===== src/rtl/bus_slave_mem_pkg.sv =====
// Shared bus command encodings and slave FSM state type.
package bus_slave_mem_pkg;

  localparam logic CMD_READ  = 1'b0;
  localparam logic CMD_WRITE = 1'b1;

  localparam int unsigned CNT_W = 4;

  typedef enum logic [1:0] {
    S_IDLE  = 2'd0,
    S_WAIT  = 2'd1,
    S_ACK   = 2'd2,
    S_GUARD = 2'd3
  } state_t;

endpackage


===== src/rtl/bus_slave_mem_sp_ram.sv =====
// Single-port word array: synchronous write, asynchronous read. Not reset.
module sp_ram #(
  parameter int unsigned AW = 4,
  parameter int unsigned N  = 31
) (
  input  logic          clk,
  input  logic          we,
  input  logic [AW-1:0] addr,
  input  logic [N:0]    wdata,
  output logic [N:0]    rdata
);

  logic [N:0] mem [2**AW];

  always_ff @(posedge clk) begin
    if (we) mem[addr] <= wdata;
  end

  assign rdata = mem[addr];

endmodule


===== src/rtl/bus_slave_mem.sv =====
// Bus slave responder: captures a held request, waits LATENCY cycles, acks,
// then ignores req for GUARD cycles while the upstream pipeline drains.
module bus_slave_mem #(
  parameter int unsigned N       = 31,
  parameter int unsigned AW      = 4,
  parameter int unsigned LATENCY = 2,
  parameter int unsigned GUARD   = 3
) (
  input  logic       clk,
  input  logic       reset_n,
  input  logic       req,
  input  logic [N:0] addr,
  input  logic       cmd,
  input  logic [N:0] wdata,
  output logic       ack,
  output logic [N:0] rdata,
  output logic       busy
);

  import bus_slave_mem_pkg::*;

  state_t           state_q, state_d;
  logic [CNT_W-1:0] cnt_q, cnt_d;
  logic [AW-1:0]    addr_q;
  logic             cmd_q;
  logic [N:0]       wdata_q;
  logic             cap_c;
  logic             we_c;
  logic             rd_c;
  logic [N:0]       mem_rdata_c;
  logic             unused_addr;

  assign unused_addr = ^addr[N:AW];

  always_ff @(posedge clk or negedge reset_n) begin
    if (!reset_n) begin
      state_q <= S_IDLE;
      cnt_q   <= '0;
    end else begin
      state_q <= state_d;
      cnt_q   <= cnt_d;
    end
  end

  always_comb begin
    state_d = state_q;
    cnt_d   = cnt_q;
    cap_c   = 1'b0;
    case (state_q)
      S_IDLE: begin
        if (req) begin
          cap_c = 1'b1;
          if (LATENCY != 0) begin
            state_d = S_WAIT;
            cnt_d   = CNT_W'(LATENCY - 1);
          end else begin
            state_d = S_ACK;
          end
        end
      end
      S_WAIT: begin
        if (cnt_q == '0) state_d = S_ACK;
        else             cnt_d   = cnt_q - CNT_W'(1);
      end
      S_ACK: begin
        state_d = S_GUARD;
        cnt_d   = CNT_W'(GUARD - 1);
      end
      S_GUARD: begin
        if (cnt_q == '0) state_d = S_IDLE;
        else             cnt_d   = cnt_q - CNT_W'(1);
      end
      default: state_d = S_IDLE;
    endcase
  end

  // Request fields are sampled only on capture; later input changes are ignored.
  always_ff @(posedge clk or negedge reset_n) begin
    if (!reset_n) begin
      addr_q  <= '0;
      cmd_q   <= CMD_READ;
      wdata_q <= '0;
    end else if (cap_c) begin
      addr_q  <= addr[AW-1:0];
      cmd_q   <= cmd;
      wdata_q <= wdata;
    end
  end

  assign we_c = (state_q == S_ACK) && (cmd_q == CMD_WRITE);
  assign rd_c = (state_q == S_ACK) && (cmd_q == CMD_READ);

  // Outputs are registered from the next-state decode so they align with the state.
  always_ff @(posedge clk or negedge reset_n) begin
    if (!reset_n) begin
      ack   <= 1'b0;
      busy  <= 1'b0;
      rdata <= '0;
    end else begin
      ack  <= (state_d == S_ACK);
      busy <= (state_d != S_IDLE);
      if (rd_c) rdata <= mem_rdata_c;
    end
  end

  sp_ram #(
    .AW(AW),
    .N (N)
  ) u_ram (
    .clk  (clk),
    .we   (we_c),
    .addr (addr_q),
    .wdata(wdata_q),
    .rdata(mem_rdata_c)
  );

endmodule


===== config.mk =====
export PLATFORM = sky130hd
export DESIGN_NAME = bus_slave_mem
export DESIGN_NICKNAME = d
export VERILOG_FILES = /design/src/rtl/bus_slave_mem_pkg.sv /design/src/rtl/bus_slave_mem_sp_ram.sv /design/src/rtl/bus_slave_mem.sv
export SDC_FILE = /design/constraint.sdc
export NUM_CORES = 1
export LEC_CHECK = 0
export BUFFER_PORTS_ARGS = -buffer_cell sky130_fd_sc_hd__buf_2
export CAP_MARGIN = 5
export CORE_AREA = 2 2 197 199
export CTS_CLUSTER_SIZE = 14
export DETAILED_ROUTE_END_ITERATION = 10
export DIE_AREA = 0 0 199 201
export PLACE_DENSITY = 0.79
export SYNTH_ARGS = -nofsm -noshare
export SYNTH_HDL_FRONTEND = slang
export SYNTH_SLANG_ARGS = --single-unit

===== constraint.sdc =====
create_clock -name clk -period 11.9 [get_ports clk]
set_clock_uncertainty 0.1 [all_clocks]
set_input_delay 1.785 -clock clk [delete_from_list [all_inputs] [get_ports clk]]
set_output_delay 1.785 -clock clk [all_outputs]
set_load 0.01 [all_outputs]

---- Yosys cells after proc, flatten, opt, wreduce, memory -nomap -nowiden ----
Memories as Yosys holds them, arrays and structs flattened. A register that Yosys moved wholly into a read port is not among the register bits.
Cells that the tools add are included.
operators by class
  add/subtract/negate cells ............... 1
  equal/unequal tests ..................... 6
  mux-type cells .......................... 11
  bitwise operators ....................... 1
  reduce and logical (&&, ||, !) cells .... 8
operators by type and width
  kind                 count
  $pmux 4 s3           1
  $mux 4               2
  $pmux 2 s4           1
  $eq 2x2->1 const B   3
  $mux 2               3
  $logic_not 4->1      1
  $mux 1               4
  $ne 2x2->1 const B   2
  $sub 4x1->4 const B  1
  $eq 2x1->1 const B   1
  $logic_and 1x1->1    2
  $logic_not 2->1      1
  $reduce_and 2->1     1
  $reduce_bool 2->1    1
  $reduce_or 2->1      1
  $logic_not 1->1      1
  $not 1->1            1
storage, ports and cells
  register bits after elaboration ......... 45
  bits in writable memories ............... 512
  input port bits ......................... 68
  output and inout port bits .............. 34
  logic and storage cells ................. 35
  memories ................................ 1
memories
  name       words  width  rd ports  clocked after memory_dff  wr ports  RTL line                    source
  u_ram.mem  16     32     1         1                         1         bus_slave_mem_sp_ram.sv:13  logic [N:0] mem [2**AW];

---- Depth between registers and ports, before layout ----
Gate-level depths: netlist of run 1.
  depth after elaboration ................. 4
  depth in mapped cells ................... 8
  mapped depth without buffers ............ 6

---- Modules after synthesis ----
From an unflattened synthesis of run 1, not the netlist that was laid out.
second synthesis, totals
  cell total of the unflattened synthesis .. 993
  area, all modules ....................... 22210.1 um^2
by module, submodules not included
  module         instances  cells each  area each (um^2)  seq. area each (um^2)
  sp_ram         1          808         19222.2           15374.7
  bus_slave_mem  1          185         2987.9            1926.8

---- Worst setup path before layout of run 1 ----
Ideal clock, no wire load.
  path type ............................... reg2reg
  start ................................... reg addr_q[1]
  end ..................................... mem u_ram.mem[1][0] (netlist name) (enable)
  library setup time ...................... 0.461 ns
  data arrival time ....................... 3.486 ns
  data required time ...................... 11.339 ns
  path slack .............................. 7.852 ns
  cell stages (with the launch flop) ...... 8
  path buffers ............................ 4
  clock period less this slack ............ 4.048 ns
  cells stage by stage .................... dfrtp_1 buf_6 buf_6 nor2b_1 clkbuf_1 buf_2 nand2_1 nor3_1
RTL lines
  what                    RTL line                    source
  start, declared         bus_slave_mem.sv:24         logic [AW-1:0] addr_q;
  start signal, assigned  bus_slave_mem.sv:84         addr_q <= addr[AW-1:0];
  end, declared           bus_slave_mem_sp_ram.sv:13
No word-level cell before the write port.

==> results.py, run 1 <==
metrics = {
    "sta": {
        "worstMarginPinSlew_ns": 1.26,
        "period_share": 0.293,
        "drv_slew": 0,
        "relSlewSlack": 0.159,
        "setup_viol": 0,
        "rsz0062_at_grt": "false",
        "fmax_mhz": 287,
        "finalHoldViolCount": 0,
        "whs_ns": 0.420,
        "setup_tns_ns": 0,
        "fin_crit_ns": 3.49,
    },
    "pwr": {
        "ir_drop_mv": 0.194,
        "p_comb_frac": 0.220,
        "pwr-share-clk": 0.290,
        "p_sw_uw": 1820,
        "total_power_uw": 6170,
        "seqPwrFrac": 0.490,
        "cellPowerDensity_mw_per_mm2": 243,
        "intPower_uw": 4350,
        "leakage_uw": 0.00869,
        "power_switching_share": 0.296,
    },
    "clock_tree": {
        "root_buffer": "clkbuf_16",
        "numCtsBuffers": 56,
        "cts_tree": "built",
        "htree_levels": 2,
        "clk_pin_slew_ns": 0.06,
        "clockBufferDepth": 3,
        "insertion_delay_ns": 0.60,
        "holdBufCountCts": 0,
        "cts_sinks": 589,
        "postCtsResizedCells": 0,
        "postCtsSetupBuffers": 0,
    },
    "layout": {
        "syn2layout_area_growth_pct": 12.5,
        "final_cells": 1861,
        "finish.utilization": 0.666,
        "nets": 1366,
        "nFillCells": 2416,
        "multi_input_area_mm2": 0.00491,
        "diodes": 0,
        "drive_above_1_share": 0.221,
        "seq_area_mm2": 0.0173,
    },
    "global_route": {
        "grt_util_all_layers": 0.243,
        "grt_pass1_vias": 11620,
        "antenna_found_initial": 0,
        "grt_pass1_wl_mm": 70.8,
        "grt_overflow": 0,
        "grt_max_degree": 65,
    },
    "synthesis": {
        "ys_types": 38,
        "async_flop_share": 0.131,
        "synth.net_count": 1271,
        "synth.area.top_cells": "edfxtp_1 68%, dfrtp_1 8.5%, mux2i_1 6.9%, mux4_2 5.0%, mux2_2 1.9%",
        "yosysSeqAreaShare": 0.767,
        "synth_edf_count": 512,
        "yosysTopAreaCellShare": 0.682,
        "avgSynthCellArea_um2": 18.8,
        "synthTopCellsByCount": "512 x edfxtp_1, 156 x mux2i_1, 77 x dfrtp_1, 60 x nor2_1, 50 x mux4_2",
        "synthFlopType": "edfxtp_1",
        "syn_area_mm2": 0.0226,
        "yosysMostFrequentCell": "edfxtp_1",
        "synth-seq-cells": 589,
        "synth_warnings": 0,
        "syn_inst": 1202,
        "synth_largest_area_cell": "edfxtp_1",
    },
    "setup_path": {
        "timing.rr.start": "addr_q[1]",
        "cp-startpoint": "addr_q[1]",
        "arrival_ns": 3.83,
        "cp-start-kind": "register",
        "worstSetupEndpointType": "register",
        "critical_path.endpoint": "rdata[16]",
        "r2r-end": "rdata[16]",
        "r2r_setup_slack_ns": 8.41,
        "worst-r2r-cell-count": 6,
        "cp_max_fo": 54,
        "required_ns": 12.25,
        "worst-setup-path-type": "reg -> reg",
    },
    "die": {
        "die_w_um": 199,
        "fp.dieH_um": 201,
        "dieArea_mm2": 0.0400,
        "initial_core_util": 0.592,
        "core_area_mm2": 0.0381,
        "row_count": 72,
        "ios": 102,
    },
    "hold_path": {
        "hold_class": "reg -> reg",
        "hp-start": "rdata[13]",
        "hold_depth": 1,
    },
    "routing": {
        "drc_errors": 0,
        "vias_per_cell": 6.13,
        "wl_mm": 47.1,
        "wire_per_inst_um": 25.3,
        "firstDrtPassIters": 5,
        "antenna_left": 0,
        "first_iter_violations": 1177,
        "vias": 11407,
    },
    "place": {
        "dp_hpwl_mm": 24.7,
        "gp_congestion": 0.725,
        "io_buffers": 73,
        "numPlacedInstances": 1757,
    },
    "outcome": {
        "status": "complete, no violations",
    },
    "run": {
        "cap_violations": 0,
    },
}
state kept, by name (all words and copies together) (netlist names):
signal and cells:
addr_q 4, ack 1, busy 1, rdata 32
wdata_q 32, u_ram.mem 512, cnt_q 4, cmd_q 1
state_q 2
how the worst min path moves through the flow:
stage / to / slack [ns]
after floorplan: cnt_q[1] / 0.39
after global placement: rdata[12] / 0.41
after detailed placement: rdata[4] / 0.41
after CTS: rdata[15] / 0.43
after global routing: rdata[14] / 0.45
final: rdata[13] / 0.42
stage by stage:
stage	cell area (um2)	worst slack, ns
after floorplan	22600	7.85
after global placement	23500	8.41
after CTS	25400	8.37
after detailed placement	23500	8.39
final	25400	8.41
after global routing	25400	8.21
critical path, stage by stage, from the launching register on:
cell and delay, ns:
dfrtp_4 0.73, buf_4 0.81, buf_4 0.68, mux4_2 0.58
a2bb2oi_1 0.15, nand3_1 0.11, a31oi_1 0.09
power by group through the flow:
| stage | logic [uW] | registers (uW) | clock network, uW |
|---|---|---|---|
| floorplan | 1070 | 2910 | 0 |
| global placement | 1320 | 3040 | 0 |
| detailed placement | 1350 | 3070 | 0 |
| CTS | 1360 | 3030 | 1800 |
| global route | 1470 | 3070 | 1890 |
| finish | 1350 | 3030 | 1790 |
per-layer routing:
metal | up-vias | GRT usage | share of wire
met3 | 99 | 0.0457 | 0.081
met2 | 505 | 0.397 | 0.50
met5 | - | 0 | 0
met4 | 0 | 0.0872 | 0.029
li1 | 4974 | - | -
met1 | 5829 | 0.332 | 0.39
cells by family after synthesis:
family                   count (synthesis)  share of synthesized area
XOR/XNOR                                 1                   0.000388
multiplexers                           244                      0.138
AO/OA/AOI/OAI                          118                     0.0378
AND/OR/NAND/NOR                        175                     0.0356
adder cells (fa/ha/maj)                  1                   0.000555
buffers and inverters                   74                     0.0204
flip-flops                             589                      0.767
cell usage in the layout (no fill, tap or decap), types with 10 or more instances in the layout:
cell,netlist,layout
edfxtp_1,512,512
mux2i_1,156,156
dfrtp_1,77,73
buf_2,23,72
clkbuf_16,0,57
mux4_2,50,50
nor2_1,60,48
nand2_1,48,48
o22ai_1,46,46
mux2_2,38,38
buf_4,10,35
nand3_1,33,33
clkbuf_1,21,25
a2bb2oi_1,23,23
a31oi_1,23,23
nor2_4,0,12
nor2b_1,11,10
area by class of cell:
cell class	count	area share
Tap cell	518	0.0256
Sequential cell	589	0.682
Multi-Input combinational cell	539	0.194
Timing Repair Buffer	107	0.0246
Clock inverter	17	0.0105
Clock buffer	87	0.0626
Inverter	4	0.000592
Power figures use the tool's default switching activity.
==> run 2, diff against run 1 <==
--- a/config.mk
+++ b/config.mk
@@ -5,13 +5,14 @@
 export SDC_FILE = /design/constraint.sdc
 export NUM_CORES = 1
 export LEC_CHECK = 0
+export ABC_AREA = 1
 export BUFFER_PORTS_ARGS = -buffer_cell sky130_fd_sc_hd__buf_2
 export CAP_MARGIN = 5
-export CORE_AREA = 2 2 197 199
+export CORE_AREA = 2 2 204 206
 export CTS_CLUSTER_SIZE = 14
 export DETAILED_ROUTE_END_ITERATION = 10
-export DIE_AREA = 0 0 199 201
-export PLACE_DENSITY = 0.79
+export DIE_AREA = 0 0 206 208
+export PLACE_DENSITY = 0.78
 export SYNTH_ARGS = -nofsm -noshare
 export SYNTH_HDL_FRONTEND = slang
 export SYNTH_SLANG_ARGS = --single-unit
==> constraint.sdc (replaced) <==
create_clock -name clk -period 3.5 [get_ports clk]
set_clock_uncertainty 0.1 [all_clocks]
set_input_delay 0.525 -clock clk [delete_from_list [all_inputs] [get_ports clk]]
set_output_delay 0.525 -clock clk [all_outputs]
set_load 0.01 [all_outputs]
==> run 2 against run 1 <==
Compared with the run above: the flow now finishes with violations (hold timing); sequential cell count did not move; critical path depth fell by 2; first-iteration DRC count rose by 23%; non-clock buffer count rose by 12; cell area rose by 5.8%; final cell count rose by 50%; largest cell class unchanged.
==> results.py, run 2 <==
metrics = {
    "outcome": {
        "status": "finished, violations left",
        "violations": "hold timing",
    },
    "setup_path": {
        "required_ns": 3.63,
        "cp-start-kind": "register",
        "r2r-end": "u_ram.mem[13][6]",
        "arrival_ns": 2.90,
        "timing.rr.start": "addr_q[1]",
        "worst-r2r-cell-count": 4,
        "worst-setup-path-type": "reg -> reg",
        "crit_family": "buffers and inverters",
        "slowest_stage": "dfrtp_4",
        "path_buf_inv": 2,
        "slowest_delay_ns": 0.70,
        "r2r_setup_slack_ns": 0.73,
        "cp_cell_sequence": "inv_4 -> nand3_1 -> nor2_4 -> buf_4",
        "worstSetupEndpointType": "register",
        "cp_max_fo": 41,
    },
    "routing": {
        "drc_errors": 0,
        "vias_per_cell": 5.59,
        "wire_per_inst_um": 19.2,
        "vias": 15622,
        "first_iter_violations": 1443,
        "antenna_left": 0,
        "wl_mm": 53.8,
        "firstDrtPassIters": 5,
    },
    "die": {
        "die_w_um": 206,
        "row_count": 74,
        "core_area_mm2": 0.0406,
        "initial_core_util": 0.593,
        "ios": 102,
        "dieArea_mm2": 0.0428,
        "fp.dieH_um": 208,
    },
    "clock_tree": {
        "numCtsBuffers": 56,
        "clk_pin_slew_ns": 0.06,
        "insertion_delay_ns": 0.61,
        "holdBufCountCts": 0,
        "postCtsSetupBuffers": 0,
        "postCtsResizedCells": 0,
        "cts_tree": "built",
        "htree_levels": 2,
        "clockBufferDepth": 3,
        "root_buffer": "clkbuf_16",
        "cts_sinks": 589,
    },
    "pwr": {
        "cellPowerDensity_mw_per_mm2": 805,
        "power_switching_share": 0.341,
        "p_sw_uw": 7370,
        "ir_drop_mv": 0.625,
        "total_power_uw": 21600,
        "p_comb_frac": 0.255,
        "intPower_uw": 14200,
        "seqPwrFrac": 0.473,
        "leakage_uw": 0.0108,
        "pwr-share-clk": 0.272,
    },
    "run": {
        "cap_violations": 0,
    },
    "sta": {
        "drv_slew": 0,
        "worstMarginPinSlew_ns": 1.14,
        "setup_tns_ns": 0,
        "setup_viol": 0,
        "rsz0062_at_grt": "false",
        "finalHoldViolCount": 40,
        "period_share": 0.792,
        "whs_ns": -0.0276,
        "fmax_mhz": 361,
        "fin_crit_ns": 2.77,
        "relSlewSlack": 0.238,
    },
    "layout": {
        "nets": 2291,
        "syn2layout_area_growth_pct": 11.6,
        "top_register": "u_ram.mem",
        "drive_above_1_share": 0.118,
        "layout_commonest_cell": "nand2_1",
        "largest_register_ffs": 512,
        "top_regs": "u_ram.mem (512), rdata (32), wdata_q (32)",
        "layout_common_cells": "1,034 x nand2_1, 512 x edfxtp_1, 167 x nand3_1",
        "diodes": 0,
    },
    "synthesis": {
        "synthTopCellsByCount": "1,035 x nand2_1, 512 x edfxtp_1, 167 x nand3_1, 92 x nor2_1, 77 x dfrtp_1",
        "avgSynthCellArea_um2": 11.1,
        "yosysSeqAreaShare": 0.720,
        "synth_largest_area_cell": "edfxtp_1",
        "synthFlopType": "edfxtp_1",
        "async_flop_share": 0.131,
        "synth_edf_count": 512,
        "ys_types": 25,
        "synth.net_count": 2228,
        "syn_area_mm2": 0.0240,
        "yosysTopAreaCellShare": 0.639,
        "synth_warnings": 0,
        "yosysMostFrequentCell": "nand2_1",
        "synth-seq-cells": 589,
        "syn_inst": 2159,
        "synth.area.top_cells": "edfxtp_1 64%, nand2_1 16%, dfrtp_1 8.0%, nand3_1 3.5%, mux2_2 1.5%",
    },
    "place": {
        "io_buffers": 73,
        "gp_congestion": 0.810,
        "dp_hpwl_mm": 27.9,
    },
    "global_route": {
        "antenna_found_initial": 0,
        "grt_util_all_layers": 0.255,
        "grt_pass1_wl_mm": 83.3,
        "grt_max_degree": 124,
        "grt_overflow": 0,
        "grt_pass1_vias": 15283,
    },
    "hold_path": {
        "hold_class": "in -> async",
    },
}
-- run 2: cell types whose count changed after synthesis, moves of 13 or more --
cell,change
or2_1,+18
nand3_1,+134
nand2_1,+987
or2_2,+13
a2bb2oi_1,-23
buf_2,+43
inv_1,+41
o22ai_1,-46
a31oi_1,-23
mux4_2,-50
nand4_1,+32
mux2i_1,-156
nor2_1,+32
-- run 2: area by class of cell --
class / count / area (um2)
fill: 2924 / 13700
clock inverter: 29 / 285
inverter: 48 / 188
multi-input combinational: 1408 / 6080
sequential: 589 / 17300
clock buffer: 70 / 1480
tap: 532 / 666
timing repair buffer: 119 / 838
-- run 2: how the worst max path moves through the flow --
stage	to	start	cells past startpoint	slack, ns
2_1_floorplan	u_ram.mem[0][0]	addr_q[2]	4	0.54
5_1_grt	u_ram.mem[13][8]	addr_q[1]	4	0.60
4_1_cts	u_ram.mem[13][14]	addr_q[1]	4	0.74
3_5_place_dp	u_ram.mem[13][14]	addr_q[1]	4	0.76
6_report	u_ram.mem[13][6]	addr_q[1]	4	0.73
3_3_place_gp	u_ram.mem[13][14]	addr_q[1]	4	0.78
-- run 2: stage by stage --
step	hold WS [ns]	utilization	area, um2	setup slack [ns]	instances
floorplan	0.129	-	24000	0.545	2159
finish	-0.0276	0.662	26800	0.729	2795
CTS	0.00553	0.662	26800	0.738	2795
global route	0.0524	0.662	26800	0.597	2795
global placement	0.392	0.619	25100	0.785	2696
detailed placement	0.408	0.619	25100	0.763	2696
-- run 2: kinds of logic (layout without fill, tap and decap cells) --
| group | Yosys count | in the layout | synth area share |
|---|---|---|---|
| muxes | 32 | 32 | 0.0150 |
| and+or+nand+nor | 1362 | 1362 | 0.229 |
| DFF | 589 | 589 | 0.720 |
| buffers and inverters | 162 | 266 | 0.0335 |
| adders and majority gates | 1 | 1 | 0.000520 |
| AOI/OAI and AO/OA | 13 | 13 | 0.00286 |
-- run 2: routing by layer --
layer | GRT usage | vias up | part of all wire
met5 | 0 | - | 0
met3 | 0.0385 | 123 | 0.087
met1 | 0.353 | 7473 | 0.40
li1 | - | 7314 | -
met2 | 0.413 | 712 | 0.49
met4 | 0.0953 | 0 | 0.030
-- run 2: power by group through the flow --
| stage | Clock [uW] | Sequential (uW) | Combinational (uW) |
|---|---|---|---|
| after CTS | 5940 | 10200 | 5490 |
| after global placement | 0 | 10300 | 5270 |
| after floorplan | 0 | 9910 | 4130 |
| after global routing | 6200 | 10400 | 6170 |
| final | 5880 | 10200 | 5500 |
| after detailed placement | 0 | 10300 | 5430 |
==> run 3, diff against run 2 <==
--- a/config.mk
+++ b/config.mk
@@ -5,14 +5,14 @@
 export SDC_FILE = /design/constraint.sdc
 export NUM_CORES = 1
 export LEC_CHECK = 0
-export ABC_AREA = 1
+export ABC_AREA = 0
 export BUFFER_PORTS_ARGS = -buffer_cell sky130_fd_sc_hd__buf_2
 export CAP_MARGIN = 5
-export CORE_AREA = 2 2 204 206
+export CORE_AREA = 2 2 197 199
 export CTS_CLUSTER_SIZE = 14
 export DETAILED_ROUTE_END_ITERATION = 10
-export DIE_AREA = 0 0 206 208
-export PLACE_DENSITY = 0.78
+export DIE_AREA = 0 0 199 201
+export PLACE_DENSITY = 0.79
 export SYNTH_ARGS = -nofsm -noshare
 export SYNTH_HDL_FRONTEND = slang
 export SYNTH_SLANG_ARGS = --single-unit
==> constraint.sdc (replaced) <==
create_clock -name clk -period 2.7 [get_ports clk]
set_clock_uncertainty 0.1 [all_clocks]
set_input_delay 0.405 -clock clk [delete_from_list [all_inputs] [get_ports clk]]
set_output_delay 0.405 -clock clk [all_outputs]
set_load 0.01 [all_outputs]
==> run 3 against run 2 <==
Compared with the run above: critical endpoint is now rdata[8]; worst setup slack worse by 0.47 ns; highest routed layer unchanged; register-to-register slack worse by 0.47 ns; the run now ends clean; die area is 6.6% lower.
==> results.py, run 3 (synthesized netlist as in run 1, its figures left out) <==
metrics = {
    "clock_tree": {
        "numCtsBuffers": 56,
        "clockBufferDepth": 3,
        "postCtsSetupBuffers": 0,
        "htree_levels": 2,
        "cts_tree": "built",
        "root_buffer": "clkbuf_16",
        "cts_sinks": 589,
        "insertion_delay_ns": 0.60,
        "clk_pin_slew_ns": 0.06,
    },
    "layout": {
        "seq_area_mm2": 0.0173,
        "top_register": "u_ram.mem",
        "nFillCells": 2315,
        "layout_commonest_cell": "edfxtp_1",
        "final_cell_area_mm2": 0.0261,
        "drive_above_1_share": 0.233,
        "finish.utilization": 0.684,
        "syn2layout_area_growth_pct": 15.6,
        "nets": 1428,
        "top_regs": "u_ram.mem (512), rdata (32), wdata_q (32)",
        "largest_register_ffs": 512,
        "layout_common_cells": "512 x edfxtp_1, 156 x mux2i_1, 73 x dfrtp_1",
        "diodes": 0,
        "multi_input_area_mm2": 0.00494,
    },
    "global_route": {
        "grt_util_all_layers": 0.247,
        "grt_max_degree": 68,
        "grt_overflow": 0,
        "grt_pass1_vias": 12141,
        "antenna_found_initial": 0,
        "grt_pass1_wl_mm": 72.5,
    },
    "place": {
        "dp_slack_ns": 0.318,
        "gp_congestion": 0.770,
        "dp_hpwl_mm": 27.1,
        "io_buffers": 73,
        "place_area_mm2": 0.0239,
    },
    "routing": {
        "drc_errors": 0,
        "vias": 11755,
        "firstDrtPassIters": 5,
        "vias_per_cell": 6.11,
        "first_iter_violations": 1422,
        "antenna_left": 0,
        "wire_per_inst_um": 24.9,
        "wl_mm": 47.8,
    },
    "sta": {
        "fin_crit_ns": 2.44,
        "drv_slew": 0,
        "finalHoldViolCount": 0,
        "fin_ws_ns": 0.263,
        "worstMarginPinSlew_ns": 0.621,
        "period_share": 0.903,
        "rsz0062_at_grt": "false",
        "setup_viol": 0,
        "relSlewSlack": 0.586,
        "fmax_mhz": 410,
    },
    "setup_path": {
        "cp_max_fo": 42,
        "arrival_ns": 2.80,
        "worst-setup-path-type": "reg -> reg",
        "required_ns": 3.06,
        "r2r_setup_slack_ns": 0.26,
        "cp-start-kind": "register",
        "worst-r2r-cell-count": 6,
        "worstSetupEndpointType": "register",
    },
    "pwr": {
        "total_power_uw": 27400,
        "leakage_uw": 0.00902,
        "cellPowerDensity_mw_per_mm2": 1050,
        "ir_drop_mv": 0.716,
    },
    "hold_path": {
        "hold_class": "in -> async",
    },
    "die": {
        "row_count": 72,
        "initial_core_util": 0.592,
        "core_area_mm2": 0.0381,
        "fp.dieH_um": 201,
        "die_w_um": 199,
        "dieArea_mm2": 0.0400,
        "ios": 102,
    },
    "run": {
        "cap_violations": 0,
    },
    "outcome": {
        "status": "complete, no violations",
    },
}
run 3: cell types whose count changed in the layout (fill, tap and decap cells not counted), moves of 13 or more:
cell / previous run / this run
nand2_1: 1034 / 48
mux2i_1: 0 / 156
nand3_1: 167 / 33
mux4_2: 0 / 50
o22ai_1: 0 / 46
inv_1: 45 / 4
dlygate4sd3_1: 0 / 38
nand4_1: 32 / 0
nor2_1: 73 / 48
a2bb2oi_1: 0 / 23
a31oi_1: 0 / 23
or2_1: 18 / 0
or2_2: 16 / 3
run 3: cell type report:
cell class | count | area share
sequential | 589 | 0.664
multi-input combinational | 539 | 0.189
clock buffer | 80 | 0.0603
timing repair buffer | 169 | 0.0511
tap | 518 | 0.0249
clock inverter | 24 | 0.00988
inverter | 4 | 0.000576
run 3: worst max-delay path: stages (launching register included):
cell and delay (ns):
dfrtp_4 0.70, buf_12 0.36, buf_4 0.44, mux2i_1 0.29, o22ai_1 0.13, nor2_1 0.14
a31oi_1 0.09
run 3: final timing paths:
kind                                start     endpoint
worst max-delay path            addr_q[1]     rdata[8]
worst min-delay path              reset_n  wdata_q[21]
worst max register to register  addr_q[1]     rdata[8]
worst min register to register  rdata[12]    rdata[12]
max in group asynchronous         reset_n     rdata[1]
min in group clk                      req   state_q[0]
run 3: stage by stage:
step / setup TNS, ns / hold WS, ns / std cells
floorplan: -112.25 / 0.00941 / 1202
global placement: 0 / 0.246 / 1781
detailed placement: 0 / 0.254 / 1781
CTS: 0 / 0.151 / 1923
global route: 0 / 0.197 / 1923
finish: 0 / 0.170 / 1923
run 3: repair_timing:
action	4_1_cts	5_1_grt
hold endpoints to repair	80	0
gates resized for setup	0	0
hold buffers	38	0
run 3: per-layer routing:
| metal | vias up | track usage | wire length, um |
|---|---|---|---|
| li1 | 5088 | - | - |
| met5 | - | 0 | 0 |
| met2 | 552 | 0.405 | 24000 |
| met4 | 0 | 0.0885 | 1390 |
| met1 | 6024 | 0.344 | 18700 |
| met3 | 91 | 0.0349 | 3770 |
run 3: report_power, final:
part / switching (uW) / internal (uW)
sequential: 1590 / 11700
clock: 3240 / 4520
combinational: 3390 / 2920
